### config.mk
export PLATFORM = sky130hd
export DESIGN_NAME = add8u_err_monitor
export DESIGN_NICKNAME = d
export VERILOG_FILES = /design/src/rtl/add_err_pkg.sv /design/src/rtl/add_err_calc.sv /design/src/rtl/add8u_err_monitor.sv
export SDC_FILE = /design/constraint.sdc
export NUM_CORES = 1
export LEC_CHECK = 0
export CORE_MARGIN = 3
export CORE_UTILIZATION = 35
export DETAILED_ROUTE_END_ITERATION = 6
export DONT_BUFFER_PORTS = 1
export GPL_TIMING_DRIVEN = 0
export PLACE_DENSITY = 0.6
export SYNTH_ARGS = -nofsm -noshare
export SYNTH_HDL_FRONTEND = slang
export SYNTH_HIERARCHICAL = 1
export SYNTH_SLANG_ARGS = --single-unit
### constraint.sdc
create_clock -name clk -period 8.5 [get_ports clk]
set_clock_uncertainty 0.05 [all_clocks]
set_input_delay 0.425 -clock clk [delete_from_list [all_inputs] [get_ports clk]]
set_output_delay 0.425 -clock clk [all_outputs]
set_load 0.02 [all_outputs]
### src/rtl/add_err_pkg.sv
// Shared definitions for the approximate-adder error monitor: FSM states,
// derived-width helpers and the saturating add used by every accumulator.
package add_err_pkg;

  typedef enum logic [1:0] {
    ST_IDLE,
    ST_RUN,
    ST_DRAIN,
    ST_DONE
  } state_e;

  typedef struct packed {
    logic        ovf;
    logic [63:0] val;
  } sat_res_t;

  function automatic int err_width(input int w);
    return w + 1;
  endfunction

  function automatic int min_sum_width(input int cnt_w, input int w);
    return cnt_w + w;
  endfunction

  function automatic int sq_sum_width(input int sum_w, input int w);
    return sum_w + w + 1;
  endfunction

  localparam int DEF_WIDTH = 8;
  localparam int DEF_CNT_W = 17;
  localparam int DEF_SUM_W = min_sum_width(DEF_CNT_W, DEF_WIDTH);

  // Clamps at the all-ones value of a w-bit field and reports the clamp.
  function automatic sat_res_t sat_add(input logic [63:0] acc,
                                       input logic [63:0] inc,
                                       input int          w);
    sat_res_t    r;
    logic [64:0] sum;
    logic [64:0] max_v;
    max_v = (65'd1 << w) - 65'd1;
    sum   = {1'b0, acc} + {1'b0, inc};
    if (sum > max_v) begin
      r.ovf = 1'b1;
      r.val = max_v[63:0];
    end else begin
      r.ovf = 1'b0;
      r.val = sum[63:0];
    end
    return r;
  endfunction

endpackage

### src/rtl/add_err_calc.sv
// Two-stage registered datapath: exact sum of the operands, then the absolute
// distance between that exact result and the approximate result under test.
module add_err_calc #(
  parameter int WIDTH = 8
) (
  input  logic             clk,
  input  logic             rst,
  input  logic             in_valid,
  input  logic [WIDTH-1:0] in_a,
  input  logic [WIDTH-1:0] in_b,
  input  logic [WIDTH:0]   in_o,
  output logic             busy,
  output logic             out_valid,
  output logic [WIDTH:0]   out_err
);

  logic             s1_valid_q, s1_valid_d;
  logic [WIDTH:0]   s1_exact_q, s1_exact_d;
  logic [WIDTH:0]   s1_o_q, s1_o_d;
  logic             s2_valid_q, s2_valid_d;
  logic [WIDTH:0]   s2_err_q, s2_err_d;
  logic [WIDTH+1:0] diff;
  logic [WIDTH+1:0] mag;
  logic             unused_mag_msb;

  // diff is a two's-complement value; its MSB is the sign, so the magnitude
  // always fits back into WIDTH+1 bits.
  always_comb begin
    s1_valid_d = in_valid;
    s1_exact_d = {1'b0, in_a} + {1'b0, in_b};
    s1_o_d     = in_o;
    diff       = {1'b0, s1_exact_q} - {1'b0, s1_o_q};
    mag        = diff[WIDTH+1] ? -diff : diff;
    s2_valid_d = s1_valid_q;
    s2_err_d   = mag[WIDTH:0];
  end

  assign unused_mag_msb = mag[WIDTH+1];

  always_ff @(posedge clk) begin
    if (rst) begin
      s1_valid_q <= 1'b0;
      s1_exact_q <= '0;
      s1_o_q     <= '0;
      s2_valid_q <= 1'b0;
      s2_err_q   <= '0;
    end else begin
      s1_valid_q <= s1_valid_d;
      s1_exact_q <= s1_exact_d;
      s1_o_q     <= s1_o_d;
      s2_valid_q <= s2_valid_d;
      s2_err_q   <= s2_err_d;
    end
  end

  assign busy      = s1_valid_q | s2_valid_q;
  assign out_valid = s2_valid_q;
  assign out_err   = s2_err_q;

endmodule

### src/rtl/add8u_err_monitor.sv
// Streaming error-characterisation engine for approximate unsigned adders.
// Define ADD_ERR_MSE_EN to add the squared-error accumulator (err_sq_sum).
module add8u_err_monitor
  import add_err_pkg::*;
#(
  parameter int WIDTH = DEF_WIDTH,
  parameter int CNT_W = DEF_CNT_W,
  parameter int SUM_W = DEF_SUM_W
) (
  input  logic             clk,
  input  logic             rst,
  input  logic             start,
  input  logic             in_valid,
  output logic             in_ready,
  input  logic [WIDTH-1:0] in_a,
  input  logic [WIDTH-1:0] in_b,
  input  logic [WIDTH:0]   in_o,
  input  logic             in_last,
  output logic             busy,
  output logic             done,
  output logic [CNT_W-1:0] sample_cnt,
  output logic [CNT_W-1:0] err_cnt,
  output logic [SUM_W-1:0] err_sum,
  output logic [WIDTH:0]   err_max,
`ifdef ADD_ERR_MSE_EN
  output logic [SUM_W+WIDTH:0] err_sq_sum,
`endif
  output logic             sat
);

  localparam int ERR_W = err_width(WIDTH);

  state_e             state_q, state_d;
  logic               accept;
  logic               clear;
  logic               pipe_busy;
  logic               calc_busy;
  logic               calc_valid;
  logic [ERR_W-1:0]   calc_err;
  logic               upd_valid_q, upd_valid_d;
  logic [ERR_W-1:0]   upd_err_q, upd_err_d;
  logic [CNT_W-1:0]   sample_cnt_q, sample_cnt_d;
  logic [CNT_W-1:0]   err_cnt_q, err_cnt_d;
  logic [SUM_W-1:0]   err_sum_q, err_sum_d;
  logic [ERR_W-1:0]   err_max_q, err_max_d;
  logic               sat_q, sat_d;
  logic               sq_ovf;
  sat_res_t           r_cnt, r_ecnt, r_sum;
  logic               unused_sat_hi;

  assign accept = in_valid && (state_q == ST_RUN);
  assign clear  = start && ((state_q == ST_IDLE) || (state_q == ST_DONE));

  add_err_calc #(
    .WIDTH (WIDTH)
  ) u_calc (
    .clk       (clk),
    .rst       (rst),
    .in_valid  (accept),
    .in_a      (in_a),
    .in_b      (in_b),
    .in_o      (in_o),
    .busy      (calc_busy),
    .out_valid (calc_valid),
    .out_err   (calc_err)
  );

`ifdef ADD_ERR_MSE_EN
  localparam int SQ_W = sq_sum_width(SUM_W, WIDTH);

  logic               sq_valid_q, sq_valid_d;
  logic [ERR_W-1:0]   sq_err_q, sq_err_d;
  logic [2*ERR_W-1:0] sq_prod_q, sq_prod_d;
  logic [2*ERR_W-1:0] upd_sq_q, upd_sq_d;
  logic [SQ_W-1:0]    err_sq_sum_q, err_sq_sum_d;
  sat_res_t           r_sq;
  logic               unused_sq_hi;

  // The squaring stage sits between the error stage and the update register.
  always_comb begin
    sq_valid_d   = calc_valid;
    sq_err_d     = calc_err;
    sq_prod_d    = {{ERR_W{1'b0}}, calc_err} * {{ERR_W{1'b0}}, calc_err};
    upd_valid_d  = sq_valid_q;
    upd_err_d    = sq_err_q;
    upd_sq_d     = sq_prod_q;
    r_sq         = sat_add(64'(err_sq_sum_q), 64'(upd_sq_q), SQ_W);
    sq_ovf       = upd_valid_q && r_sq.ovf;
    err_sq_sum_d = err_sq_sum_q;
    if (clear) begin
      err_sq_sum_d = '0;
    end else if (upd_valid_q) begin
      err_sq_sum_d = r_sq.val[SQ_W-1:0];
    end
  end

  assign pipe_busy    = calc_busy | sq_valid_q | upd_valid_q;
  assign unused_sq_hi = ^r_sq.val[63:SQ_W];
  assign err_sq_sum   = err_sq_sum_q;

  always_ff @(posedge clk) begin
    if (rst) begin
      sq_valid_q   <= 1'b0;
      sq_err_q     <= '0;
      sq_prod_q    <= '0;
      upd_sq_q     <= '0;
      err_sq_sum_q <= '0;
    end else begin
      sq_valid_q   <= sq_valid_d;
      sq_err_q     <= sq_err_d;
      sq_prod_q    <= sq_prod_d;
      upd_sq_q     <= upd_sq_d;
      err_sq_sum_q <= err_sq_sum_d;
    end
  end
`else
  always_comb begin
    upd_valid_d = calc_valid;
    upd_err_d   = calc_err;
    sq_ovf      = 1'b0;
  end

  assign pipe_busy = calc_busy | upd_valid_q;
`endif

  always_comb begin
    state_d  = state_q;
    in_ready = 1'b0;
    busy     = 1'b0;
    done     = 1'b0;
    unique case (state_q)
      ST_IDLE: begin
        if (start) state_d = ST_RUN;
      end
      ST_RUN: begin
        in_ready = 1'b1;
        busy     = 1'b1;
        if (accept && in_last) state_d = ST_DRAIN;
      end
      ST_DRAIN: begin
        busy = 1'b1;
        if (!pipe_busy) state_d = ST_DONE;
      end
      ST_DONE: begin
        done = 1'b1;
        if (start) state_d = ST_RUN;
      end
      default: state_d = ST_IDLE;
    endcase
  end

  // Accumulators take one sample per cycle from the update register; a clear
  // never coincides with an update because the pipeline is empty in IDLE/DONE.
  always_comb begin
    r_cnt        = sat_add(64'(sample_cnt_q), 64'd1, CNT_W);
    r_ecnt       = sat_add(64'(err_cnt_q), (upd_err_q != '0) ? 64'd1 : 64'd0, CNT_W);
    r_sum        = sat_add(64'(err_sum_q), 64'(upd_err_q), SUM_W);
    sample_cnt_d = sample_cnt_q;
    err_cnt_d    = err_cnt_q;
    err_sum_d    = err_sum_q;
    err_max_d    = err_max_q;
    sat_d        = sat_q;
    if (clear) begin
      sample_cnt_d = '0;
      err_cnt_d    = '0;
      err_sum_d    = '0;
      err_max_d    = '0;
      sat_d        = 1'b0;
    end else if (upd_valid_q) begin
      sample_cnt_d = r_cnt.val[CNT_W-1:0];
      err_cnt_d    = r_ecnt.val[CNT_W-1:0];
      err_sum_d    = r_sum.val[SUM_W-1:0];
      if (upd_err_q > err_max_q) err_max_d = upd_err_q;
      sat_d = sat_q | r_cnt.ovf | r_ecnt.ovf | r_sum.ovf | sq_ovf;
    end
  end

  assign unused_sat_hi = ^{r_cnt.val[63:CNT_W], r_ecnt.val[63:CNT_W], r_sum.val[63:SUM_W]};

  always_ff @(posedge clk) begin
    if (rst) begin
      state_q      <= ST_IDLE;
      upd_valid_q  <= 1'b0;
      upd_err_q    <= '0;
      sample_cnt_q <= '0;
      err_cnt_q    <= '0;
      err_sum_q    <= '0;
      err_max_q    <= '0;
      sat_q        <= 1'b0;
    end else begin
      state_q      <= state_d;
      upd_valid_q  <= upd_valid_d;
      upd_err_q    <= upd_err_d;
      sample_cnt_q <= sample_cnt_d;
      err_cnt_q    <= err_cnt_d;
      err_sum_q    <= err_sum_d;
      err_max_q    <= err_max_d;
      sat_q        <= sat_d;
    end
  end

  assign sample_cnt = sample_cnt_q;
  assign err_cnt    = err_cnt_q;
  assign err_sum    = err_sum_q;
  assign err_max    = err_max_q;
  assign sat        = sat_q;

endmodule
# Word-level counts from Yosys, hierarchy flattened
# Cells that the tools add are included.
[word_totals]
regBits = 110
inputBits = 30
elab_cells = 57
[op_classes]
n_addsub = 6
n_lt_le_gt_ge = 4
n_eq_ne = 6
mux = 12
bitwise_logic = 5
reduce_logical = 11
[op_table]
columns = ["cell", "count"]
rows = [
  ["$mux 65", 3],
  ["$gt 18x17->1 const B", 2],
  ["$add 25x9->26", 1],
  ["$gt 26x25->1 const B", 1],
  ["$add 17x1->18", 1],
  ["$add 17x1->18 const B", 1],
  ["$sub 9x9->10", 1],
  ["$add 8x8->9", 1],
  ["$gt 9x9->1", 1],
  ["$mux 9", 1],
  ["$neg 9->9", 1],
  ["$reduce_bool 9->1", 1],
  ["$mux 2", 3],
  ["$pmux 2 s3", 1],
  ["$reduce_or 2->1", 3],
  ["$or 1x1->1", 5],
  ["$eq 2x2->1 const B", 2],
  ["$mux 1", 4],
  ["$ne 2x1->1 const B", 2],
  ["$logic_and 1x1->1", 3],
  ["$reduce_and 3->1", 1],
  ["$eq 2x1->1 const B", 1],
  ["$logic_not 2->1", 1],
  ["$ne 2x2->1 const B", 1],
  ["2 further kinds", 2],
]

# Longest topological paths before layout
# Gate-level depths: netlist (run 1).
[logic_depth]
ltp_word = 7
depth_mapped = 11

# Cells and area by module
# The synthesis (run 1) kept the hierarchy.
[modules_own_cells]
columns = ["module", "n_inst", "cells_each", "area_each_um2", "seq_area_each_um2"]
rows = [
  ["add8u_err_monitor", 1, 478, 4167.7, 1621.6],
  ["add_err_calc", 1, 196, 1712.9, 580.6],
]

# Worst setup path before layout (run 1)
# No wires, ideal clock.
[synth_timing]
path_type = "register to register"
from = "register u_calc.s1_exact_q[0]"
to = "register u_calc.s2_err_q[8] (netlist: u_calc/out_err[8])"
setup_ns = 0.121
arrival_time_ns = 2.711
slack_ns = 5.617
path_stages_with_launch = 12
path_buffers = 0
period_less_slack_ns = 2.883
cell_sequence = "dfxtp_1 > inv_1 > ha_1 > inv_1 > fa_1 > a211oi_2 > nor2_1 > xor2_1 > or4_4 > or3_1 > o211ai_2 > mux2_4"
[synth_between]
elab_chain_len = 3
[synth_lines]
columns = ["item", "line_no", "text"]
rows = [
  ["start: declaration", "add_err_calc.sv:18", "logic [WIDTH:0] s1_exact_q, s1_exact_d;"],
  ["start signal: assignment", "add_err_calc.sv:49", "s1_exact_q <= s1_exact_d;"],
  ["$sub 9x9->10 (*)", "add_err_calc.sv:32", "diff = {1'b0, s1_exact_q} - {1'b0, s1_o_q};"],
  ["$neg 9->9", "add_err_calc.sv:33", "mag = diff[WIDTH+1] ? -diff : diff;"],
  ["$mux 9 (*)", "add_err_calc.sv:33", ""],
  ["end signal: assignment", "add_err_calc.sv:52", "s2_err_q <= s2_err_d;"],
  ["end: declaration", "add_err_calc.sv:21", "logic [WIDTH:0] s2_err_q, s2_err_d;"],
]
# Mark *: on every way between the ends. The rest lies on a longest branch, timed or not.
# A chain may end at the register's enable or synchronous reset.

# Final worst setup path (run 1)
# Ends and elaborated chain as after synthesis.

==> results.ini, run 1 <==
[cts]
cts.path.max_buffers = 2
clkLatencyLatePin_ns = 0.36
clkSlewWorstSetupHoldPaths_ns = 0.07
cts_resized = 0
cts.sinks = 110
postCtsSetupRepairBufs = 0
cts_htree_levels = 3
cts-buffers-inserted = 9
hold_buffers = 0
cts_tree = built
clockRootBuffer = clkbuf_16

[synthesis]
muxShareOfSynthArea_pct = 1.28
ys_seq_elements = 110
synth_area_um2 = 5880
synth_area_per_cell_um2 = 8.72
syn_inst = 674
async_reset_ff_share_pct = 0
synthXorXnorAreaFrac_pct = 4.91
ys.flop_type = dfxtp_1
synth_warnings = 6
synth_cell_type_count = 71
synthSimpleGateAreaFrac_pct = 19.9
synth_edf_count = 0
yosysSeqAreaShare_pct = 37.4
synth_top_family_by_area = compound AO/OA/AOI/OAI gates
synthAdderAreaFrac_pct = 10.6
synth_compound_area_share_pct = 20.7
syn_nets = 752

[global_route]
grt_max_degree = 19
grt_usage_pct = 15.8
grt_pass1_wl_um = 23400
antenna_found_initial = 0
grt.overflow.total = 0
first_global_vias = 4858

[route]
drtIter0Drc = 209
vias = 4913
via_per_inst = 5.42
wl_per_cell_um = 15.9
drc = 0
finalWirelength_um = 14400
ant_nets = 0
first_pass_iters = 5

[sta]
setup_viol = 0
tightest_slew_ns = 1.08
hold_viol = 0
slew_viol_final = 0
slew_headroom_pct = 28.1
finalSetupTns_ns = 0
rsz0062_at_grt = false
fmax_mhz = 328
fin_ws_ns = 5.45
period_share_pct = 35.9
min_period_ns = 3.05

[run_status]
status = completed

[power_and_ir_drop]
p_leak_nw = 2.46
cellPowerDensity_nw_per_um2 = 207
ir_drop_uv = 108
power.total_w = 0.00134

[setup_path]
crit_type = reg -> reg
slowest_stage = or4_4
crit_buf_inv = 2
crit_path_frequent_cell = inv_1
crit_family = simple AND/OR/NAND/NOR gates
crit_arrival_ns = 3.25
required_ns = 8.70
slowest_delay_ns = 0.57
end_kind = register
crit_chain = inv_1 -> ha_1 -> inv_1 -> fa_1 -> a211oi_2 -> nor2_1 -> xor2_1 -> or4_4 -> or3_1 -> o211ai_2 -> mux2_4
crit_fanout = 4
cp-start-kind = register

[die]
fp.dieH_um = 136
dieArea_um2 = 18400
pin_count = 102
coreArea_um2 = 16200
rows = 46
start_util_pct = 36.4
die_x_um = 136

[finish]
nets = 763
layout_commonest_cell = dfxtp_1
drive_above_1_share_pct = 6.81
n_fill_cell = 1629
synthToLayoutAreaGrowth_pct = 10.3
most-common-layout-cells = 110 x dfxtp_1, 58 x a21oi_1, 47 x inv_1
diodes = 0

[placement]
place_congestion = 0.878
hpwlAfterDp_um = 11000
port-buffer-count = 0
pre_cts_slack_ns = 5.45

[job]
max_cap_viol_count = 0

[worst_hold_path]
worstHoldPathType = in -> reg

## metal layers
metal	up-vias	routed length [um]	global-route usage, %
met4	0	237	5.10
li1	2448	-	-
met5	-	0	0
met3	13	979	4.64
met2	132	7160	28.2
met1	2320	6030	18.1
## state kept, by name, indices dropped and copies added, names as in the netlist
register and count:
err_cnt 17, err_max 9, err_sum 25, sample_cnt 17
sat 1, state_q 2, u_calc/out_err 9, u_calc/out_valid 1
u_calc/s1_exact_q 9, u_calc/s1_o_q 9, u_calc/s1_valid_q 1, upd_err_q 9
upd_valid_q 1
## report_power, final
part / switching, W / internal (W)
combinational: 0.000188 / 0.000118
clock: 0.000197 / 0.000268
sequential: 0.0000228 / 0.000550
total: 0.000408 / 0.000936
## cells in the mapped netlist, types with 2 or more instances
cell	count	area [um2]
nor3_1	13	65.1
nand3_1	32	160
o211a_1	4	40.0
o211ai_2	2	25.0
or2_2	6	37.5
a2111oi_0	2	17.5
nor4_1	2	12.5
nand4b_1	3	26.3
xnor2_1	12	105
nor3b_1	2	15.0
o21a_1	8	60.1
and3_1	11	68.8
nor2b_1	33	206
a41oi_1	6	52.6
a211o_1	2	17.5
mux2i_1	6	60.1
o21ba_2	2	20.0
o31ai_1	10	75.1
buf_6	3	33.8
o211ai_1	3	22.5
o2111ai_1	3	26.3
and4_1	5	43.8
a21oi_1	58	290
buf_2	3	15.0
a311oi_1	4	35.0
inv_1	47	176
nand4_1	13	81.3
ha_1	45	563
o21ai_0	32	160
nand2_1	39	146
dfxtp_1	110	2200
or3_1	7	43.8
nand2b_1	3	18.8
nor2_1	39	146
a21o_1	6	45.0
xor2_1	21	184
fa_1	3	60.1
a31oi_1	17	106
clkbuf_1	17	63.8
a41o_1	3	30.0
a211oi_1	5	37.5
and2_1	3	18.8
## area by class of cell
cell class / instances / area [um2] / area share (%)
inverter: 48 / 180 / 2.78
tap: 216 / 270 / 4.17
clock buffer: 10 / 239 / 3.69
clock inverter: 6 / 93.8 / 1.45
multi-input combinational: 491 / 3380 / 52.1
sequential: 110 / 2200 / 34.0
buffer: 25 / 121 / 1.87
## through the flow
| stage | instance area, um2 | cells | util, % | hold WS (ns) |
|---|---|---|---|---|
| finish | 6480 | 906 | 40.1 | 0.0833 |
| detailed placement | 6150 | 890 | 38.0 | 0.374 |
| CTS | 6480 | 906 | 40.1 | 0.0665 |
| global placement | 6150 | 890 | 38.0 | 0.369 |
| floorplan | 5880 | 674 | - | 0.364 |
| global route | 6480 | 906 | 40.1 | 0.0687 |
## worst paths after layout
kind | slack, ns | end | depth (start not counted) | start
worst max register to register | 5.45 | u_calc/out_err[8] | 11 | u_calc/s1_exact_q[0]
worst min register to register | 0.38 | upd_err_q[0] | 1 | u_calc/out_err[0]
worst min-delay path | 0.08 | upd_err_q[6] | 1 | rst
worst max-delay path | 5.45 | u_calc/out_err[8] | 11 | u_calc/s1_exact_q[0]
## worst register-to-register path, delay by kind of cell (launching register included)
kind | cells | cell delay [ns]
multiplexers | 1 | 0.31
AND/OR/NAND/NOR | 3 | 1.03
adder cells (fa/ha/maj) | 2 | 0.58
AO/OA/AOI/OAI | 2 | 0.36
XOR/XNOR | 1 | 0.18
flip-flops | 1 | 0.30
buffers and inverters | 2 | 0.12
## kinds of logic after synthesis
logic type	count (synthesis)
XOR/XNOR	33
buffers and inverters	73
adder cells (fa/ha/maj)	48
flip-flops	110
AND/OR/NAND/NOR	220
AO/OA/AOI/OAI	183
multiplexers	7
Power figures use the tool's default switching activity.
==> inputs of run 2 (changes only) <==
==> constraint.sdc (replaced) <==
create_clock -name clk -period 2.9 [get_ports clk]
set_clock_uncertainty 0.05 [all_clocks]
set_input_delay 0.145 -clock clk [delete_from_list [all_inputs] [get_ports clk]]
set_output_delay 0.145 -clock clk [all_outputs]
set_load 0.02 [all_outputs]
==> run 2 against run 1 <==
  * Total power rose to 3.0 times the previous value
  * Sequential power rose to 2.9 times the previous value
  * Routed wire length rose by 1.6%
  * Clock-buffer cell count did not move
  * Sequential share of layout area fell by 0.83 points
  * Critical path depth did not move
  * Combinational power rose to 3.0 times the previous value
  * Flip-flop and latch count did not move
  * Core utilization rose by 1.0 points
  * Non-clock buffer count rose by 14
  * Via count rose by 1.3%
  * Largest cell class unchanged
  * Highest routed layer unchanged
==> results.ini, run 2 (same netlist as run 1, synthesis figures left out) <==
[cts]
cts-buffers-inserted = 9  ; unchanged
cts_htree_levels = 3  ; unchanged
clkSlewWorstSetupHoldPaths_ns = 0.07  ; about the same
clkLatencyLatePin_ns = 0.36  ; about the same
cts.sinks = 110  ; unchanged
cts_tree = built
clockRootBuffer = clkbuf_16
cts.path.max_buffers = 2  ; unchanged

[worst_hold_path]
hold_depth = 3  ; +2
worstHoldPathType = in -> reg
min_to = u_calc/s1_exact_q[1]
min_from = in_b[1]

[die]
die_x_um = 136  ; unchanged
fp.dieH_um = 136  ; unchanged
pin_count = 102  ; unchanged
dieArea_um2 = 18400  ; unchanged
rows = 46  ; unchanged
start_util_pct = 36.4  ; unchanged
coreArea_um2 = 16200  ; unchanged

[setup_path]
crit_family = simple AND/OR/NAND/NOR gates
crit_chain = inv_1 -> ha_1 -> inv_1 -> fa_2 -> inv_1 -> ha_1 -> nand2_1 -> or4_4 -> or3_1 -> o211ai_2 -> mux2_4
slowest_delay_ns = 0.55  ; -0.02 ns
cp_num_cells = 11  ; unchanged
crit_arrival_ns = 3.06  ; -0.19 ns
slowest_stage = or4_4
worstRegToRegCells = 11  ; unchanged
rr_startpoint = u_calc/s1_exact_q[0]
rrSetupSlack_ns = 0.04  ; -5.41 ns
crit_buf_inv = 3  ; +1
r2r_end = u_calc/out_err[8]
crit_type = reg -> reg
crit_path_frequent_cell = inv_1
required_ns = 3.10  ; -5.60 ns
end_kind = register
crit_fanout = 3  ; -1
cp-start-kind = register

[sta]
rsz0062_at_grt = true
min_period_ns = 2.86  ; -0.186 ns
tightest_slew_ns = 1.11  ; +0.0315 ns
whs_ns = 0.0325  ; -0.0508 ns
fmax_mhz = 349  ; +6.5%
slew_headroom_pct = 26.0  ; -2.1 points
period_share_pct = 98.7  ; +63 points
slew_viol_final = 0  ; unchanged
setup_viol = 0  ; unchanged
hold_viol = 0  ; unchanged

[power_and_ir_drop]
power.total_w = 0.00397  ; +200%
p_seq_share_pct = 42.3  ; -0.3 points
p_leak_nw = 2.54  ; +3.3%
p_int_w = 0.00276  ; +200%
clockPowerShare_pct = 34.4  ; -0.2 points
cellPowerDensity_nw_per_um2 = 597  ; +190%
p_sw_w = 0.00121  ; +200%
p_sw_share_pct = 30.4  ; +0.036 points
ir_drop_uv = 317  ; +190%
pwr-share-comb_pct = 23.4  ; +0.6 points

[global_route]
grt_pass1_wl_um = 23700  ; +1.4%
first_global_vias = 4949  ; +1.9%
antenna_found_initial = 0  ; unchanged
grt_usage_pct = 16.0  ; +0.24 points
grt_max_degree = 19  ; unchanged
grt.overflow.total = 0  ; unchanged

[finish]
synthToLayoutAreaGrowth_pct = 13.0
layout_commonest_cell = dfxtp_1
nets = 777  ; +1.8%
final_util_pct = 41.1  ; +1.0 points
largest_reg_flops = 25  ; unchanged
diodes = 0  ; unchanged
drive_above_1_share_pct = 7.39  ; +0.57 points
design_area_um2 = 6650  ; +2.5%
most-common-layout-cells = 110 x dfxtp_1, 57 x a21oi_1, 47 x inv_1

[route]
first_pass_iters = 4  ; -1
vias = 4979  ; +1.3%
drtIter0Drc = 211  ; +0.96%
via_per_inst = 5.41  ; -0.20%
ant_nets = 0  ; unchanged
drc = 0  ; unchanged
finalWirelength_um = 14600  ; +1.6%
wl_per_cell_um = 15.9  ; about the same

[run_status]
status = completed

[placement]
placed_area_um2 = 6150  ; unchanged
place_congestion = 0.878  ; unchanged
hpwlAfterDp_um = 11000  ; unchanged
port-buffer-count = 0  ; unchanged

[job]
max_cap_viol_count = 0  ; unchanged

-- run 2: tightest hold or removal path, cell delays in order --
cell and delay, ns:
inv_1 0.05, fa_1 0.16, nor2_1 0.04
-- run 2: what timing repair did --
action	in CTS	in global routing
endpoints found under the setup margin	1	12
hold buffers	13	0
hold endpoints to repair	14	0
pin swaps	2	0
gates resized for setup	1	4
buffers inserted	1	0
-- run 2: metrics by stage --
stage               std cells  setup TNS (ns)  setup WS [ns]
floorplan                 674               0         0.0175
detailed placement        890          -0.149         -0.149
finish                    920               0         0.0375
global route              920         -0.0772        -0.0772
global placement          890          -0.117         -0.117
CTS                       920               0         0.0244
-- run 2: area by class of cell --
class	instances	area (um2)
inverter	48	180
clock inverter	6	93.8
multi-input combinational	491	3400
clock buffer	10	239
sequential	110	2200
buffer	25	121
timing repair buffer	14	138
fill	1618	9530
tap	216	270
-- run 2: worst max-delay path by stage --
stage | start | end | slack (ns)
after global routing | u_calc/s1_exact_q[0] | u_calc/out_err[8] | -0.08
after floorplan | u_calc/s1_exact_q[0] | u_calc/out_err[8] | 0.02
after CTS | u_calc/s1_exact_q[0] | u_calc/out_err[8] | 0.02
after global placement | u_calc/s1_exact_q[0] | u_calc/out_err[8] | -0.12
after detailed placement | u_calc/s1_exact_q[0] | u_calc/out_err[8] | -0.15
final | u_calc/s1_exact_q[0] | u_calc/out_err[8] | 0.04
-- run 2: per-layer routing --
layer | global-route usage (%) | up-vias | wire (um)
met2 | 28.8 | 127 | 7350
met1 | 18.1 | 2364 | 6080
met5 | 0 | - | 0
met3 | 4.75 | 14 | 961
met4 | 5.43 | 0 | 241
li1 | - | 2474 | -
-- run 2: power by group through the flow --
| stage | clock [W] | combinational (W) | sequential, W |
|---|---|---|---|
| 3_5_place_dp | 0 | 0.000895 | 0.00172 |
| 2_1_floorplan | 0 | 0.000702 | 0.00169 |
| 4_1_cts | 0.00140 | 0.000921 | 0.00168 |
| 5_1_grt | 0.00146 | 0.00105 | 0.00169 |
| 3_3_place_gp | 0 | 0.000853 | 0.00171 |
| 6_report | 0.00136 | 0.000928 | 0.00168 |
==> inputs of run 3 (changes only) <==
==> constraint.sdc (replaced) <==
create_clock -name clk -period 3.6 [get_ports clk]
set_clock_uncertainty 0.05 [all_clocks]
set_input_delay 0.18 -clock clk [delete_from_list [all_inputs] [get_ports clk]]
set_output_delay 0.18 -clock clk [all_outputs]
set_load 0.02 [all_outputs]
==> run 3 against run 2 <==
  * Flip-flop and latch count unchanged
  * Setup slack better by 0.52 ns
  * Non-clock buffer count down 4
  * Die area unchanged
  * Register-to-register slack better by 0.52 ns
  * Clock power down 19%
  * Worst hold slack worse by 0.0059 ns
  * Global-route usage down 0.052 points
  * Routed wire length down 0.48%
  * First-iteration DRC count down 9.0%
==> results.ini, run 3 (same netlist as run 1, synthesis figures left out) <==
[global_route]
antenna_found_initial = 0  ; unchanged
first_global_vias = 4925  ; -0.48%
grt.overflow.total = 0  ; unchanged
grt_pass1_wl_um = 23600  ; -0.41%
grt_usage_pct = 16.0  ; -0.052 points
grt_max_degree = 19  ; unchanged

[route]
finalWirelength_um = 14600  ; -0.48%
vias = 4958  ; -0.42%
drtIter0Drc = 192  ; -9.0%
wl_met3_um = 992  ; +3.2%
ant_nets = 0  ; unchanged
highest_layer = met4
wl_per_cell_um = 15.9  ; about the same
drt-met1-wl_um = 6040  ; -0.66%
dr_wl_met2_um = 7260  ; -1.2%
first_pass_iters = 4  ; unchanged
drc = 0  ; unchanged
via_per_inst = 5.41  ; about the same

[setup_path]
crit_arrival_ns = 3.24  ; +0.18 ns
crit_path_frequent_cell = inv_1
slowest_delay_ns = 0.57  ; +0.02 ns
crit_fanout = 4  ; +1
slowest_stage = or4_4
crit_chain = inv_1 -> ha_1 -> inv_1 -> fa_1 -> a211oi_2 -> nor2_1 -> xor2_1 -> or4_4 -> or3_1 -> o211ai_2 -> mux2_4
end_kind = register
cp-start-kind = register
required_ns = 3.80  ; +0.70 ns
crit_type = reg -> reg

[die]
coreArea_um2 = 16200  ; unchanged
pin_count = 102  ; unchanged
die_x_um = 136  ; unchanged
fp.dieH_um = 136  ; unchanged
rows = 46  ; unchanged
dieArea_um2 = 18400  ; unchanged
start_util_pct = 36.4  ; unchanged

[cts]
clkLatencyLatePin_ns = 0.36  ; about the same
cts-buffers-inserted = 9  ; unchanged
cts_htree_levels = 3  ; unchanged
clkSlewWorstSetupHoldPaths_ns = 0.07  ; about the same
clockRootBuffer = clkbuf_16
cts.sinks = 110  ; unchanged
cts_resized = 0  ; -1
cts_tree = built
cts.path.max_buffers = 2  ; unchanged

[sta]
rsz0062_at_grt = false
min_period_ns = 3.04  ; +0.182 ns
tightest_slew_ns = 1.06  ; -0.0504 ns
fmax_mhz = 328  ; -6.0%
period_share_pct = 84.6  ; -14 points
finalSetupTns_ns = 0  ; unchanged
setup_viol = 0  ; unchanged
whs_ns = 0.0266  ; -0.00589 ns
slew_headroom_pct = 29.3  ; +3.4 points
slew_viol_final = 0  ; unchanged
hold_viol = 0  ; unchanged

[placement]
hpwlAfterDp_um = 11000  ; unchanged
port-buffer-count = 0  ; unchanged
place_inst = 890  ; unchanged
place_congestion = 0.878  ; unchanged

[run_status]
status = completed

[finish]
nets = 773  ; -0.51%
most-common-layout-cells = 110 x dfxtp_1, 58 x a21oi_1, 47 x inv_1
register_area_um2 = 2200  ; unchanged
largest_reg_flops = 25  ; unchanged
synthToLayoutAreaGrowth_pct = 12.0
drive_above_1_share_pct = 6.71  ; -0.67 points
layout_commonest_cell = dfxtp_1
n_fill_cell = 1625  ; +0.43%
diodes = 0  ; unchanged
multi_input_area_um2 = 3380  ; -0.74%
final_cells = 916  ; -0.43%

[power_and_ir_drop]
cellPowerDensity_nw_per_um2 = 483  ; -19%
power.total_w = 0.00318  ; -20%
p_leak_nw = 2.50  ; -1.6%
ir_drop_uv = 256  ; -20%

[worst_hold_path]
worstHoldPathType = in -> reg

[job]
max_cap_viol_count = 0  ; unchanged

## run 3: worst paths after layout
path	end	slack [ns]	startpoint	cells after the start
setup / recovery	u_calc/out_err[8]	0.56	u_calc/s1_exact_q[0]	11
hold / removal	u_calc/s1_exact_q[0]	0.03	in_b[0]	2
setup reg to reg	u_calc/out_err[8]	0.56	u_calc/s1_exact_q[0]	11
hold reg to reg	upd_err_q[0]	0.38	u_calc/out_err[0]	1
## run 3: per-stage QoR
| stage | setup slack, ns | area [um2] | util [%] |
|---|---|---|---|
| after floorplan | 0.717 | 5880 | - |
| after global placement | 0.583 | 6150 | 38.0 |
| after detailed placement | 0.551 | 6150 | 38.0 |
| after CTS | 0.542 | 6580 | 40.7 |
| after global routing | 0.447 | 6580 | 40.7 |
| final | 0.555 | 6580 | 40.7 |
## run 3: worst max-delay path, delay by kind of cell, from the launching register on
kind                     cells  cell delay [ns]
adder cells (fa/ha/maj)      2             0.58
XOR/XNOR                     1             0.18
buffers and inverters        2             0.12
flip-flops                   1             0.30
multiplexers                 1             0.31
AO/OA/AOI/OAI                2             0.35
AND/OR/NAND/NOR              3             1.03
## run 3: repair_timing
item / 4_1_cts / 5_1_grt
setup buffers: 0 / 0
endpoints found under the hold margin: 13 / 0
hold buffers: 10 / 0
## run 3: power by group
| group | internal, W | switching, W |
|---|---|---|
| Sequential | 0.00130 | 0.0000536 |
| Clock | 0.000634 | 0.000463 |
| Combinational | 0.000286 | 0.000445 |
## run 3: metal layers
metal  track usage [%]  vias to the layer above
met4              5.43                        0
met3              4.79                       17
met2              28.6                      141
li1                  -                     2471
met1              18.1                     2329
met5                 0                        -
## run 3: area by class of cell
type / instances / area share (%)
Timing Repair Buffer: 10 / 1.52
Sequential cell: 110 / 33.4
Clock inverter: 6 / 1.43
Multi-Input combinational cell: 491 / 51.3
Inverter: 48 / 2.74
Clock buffer: 10 / 3.63
Tap cell: 216 / 4.10
Buffer: 25 / 1.84
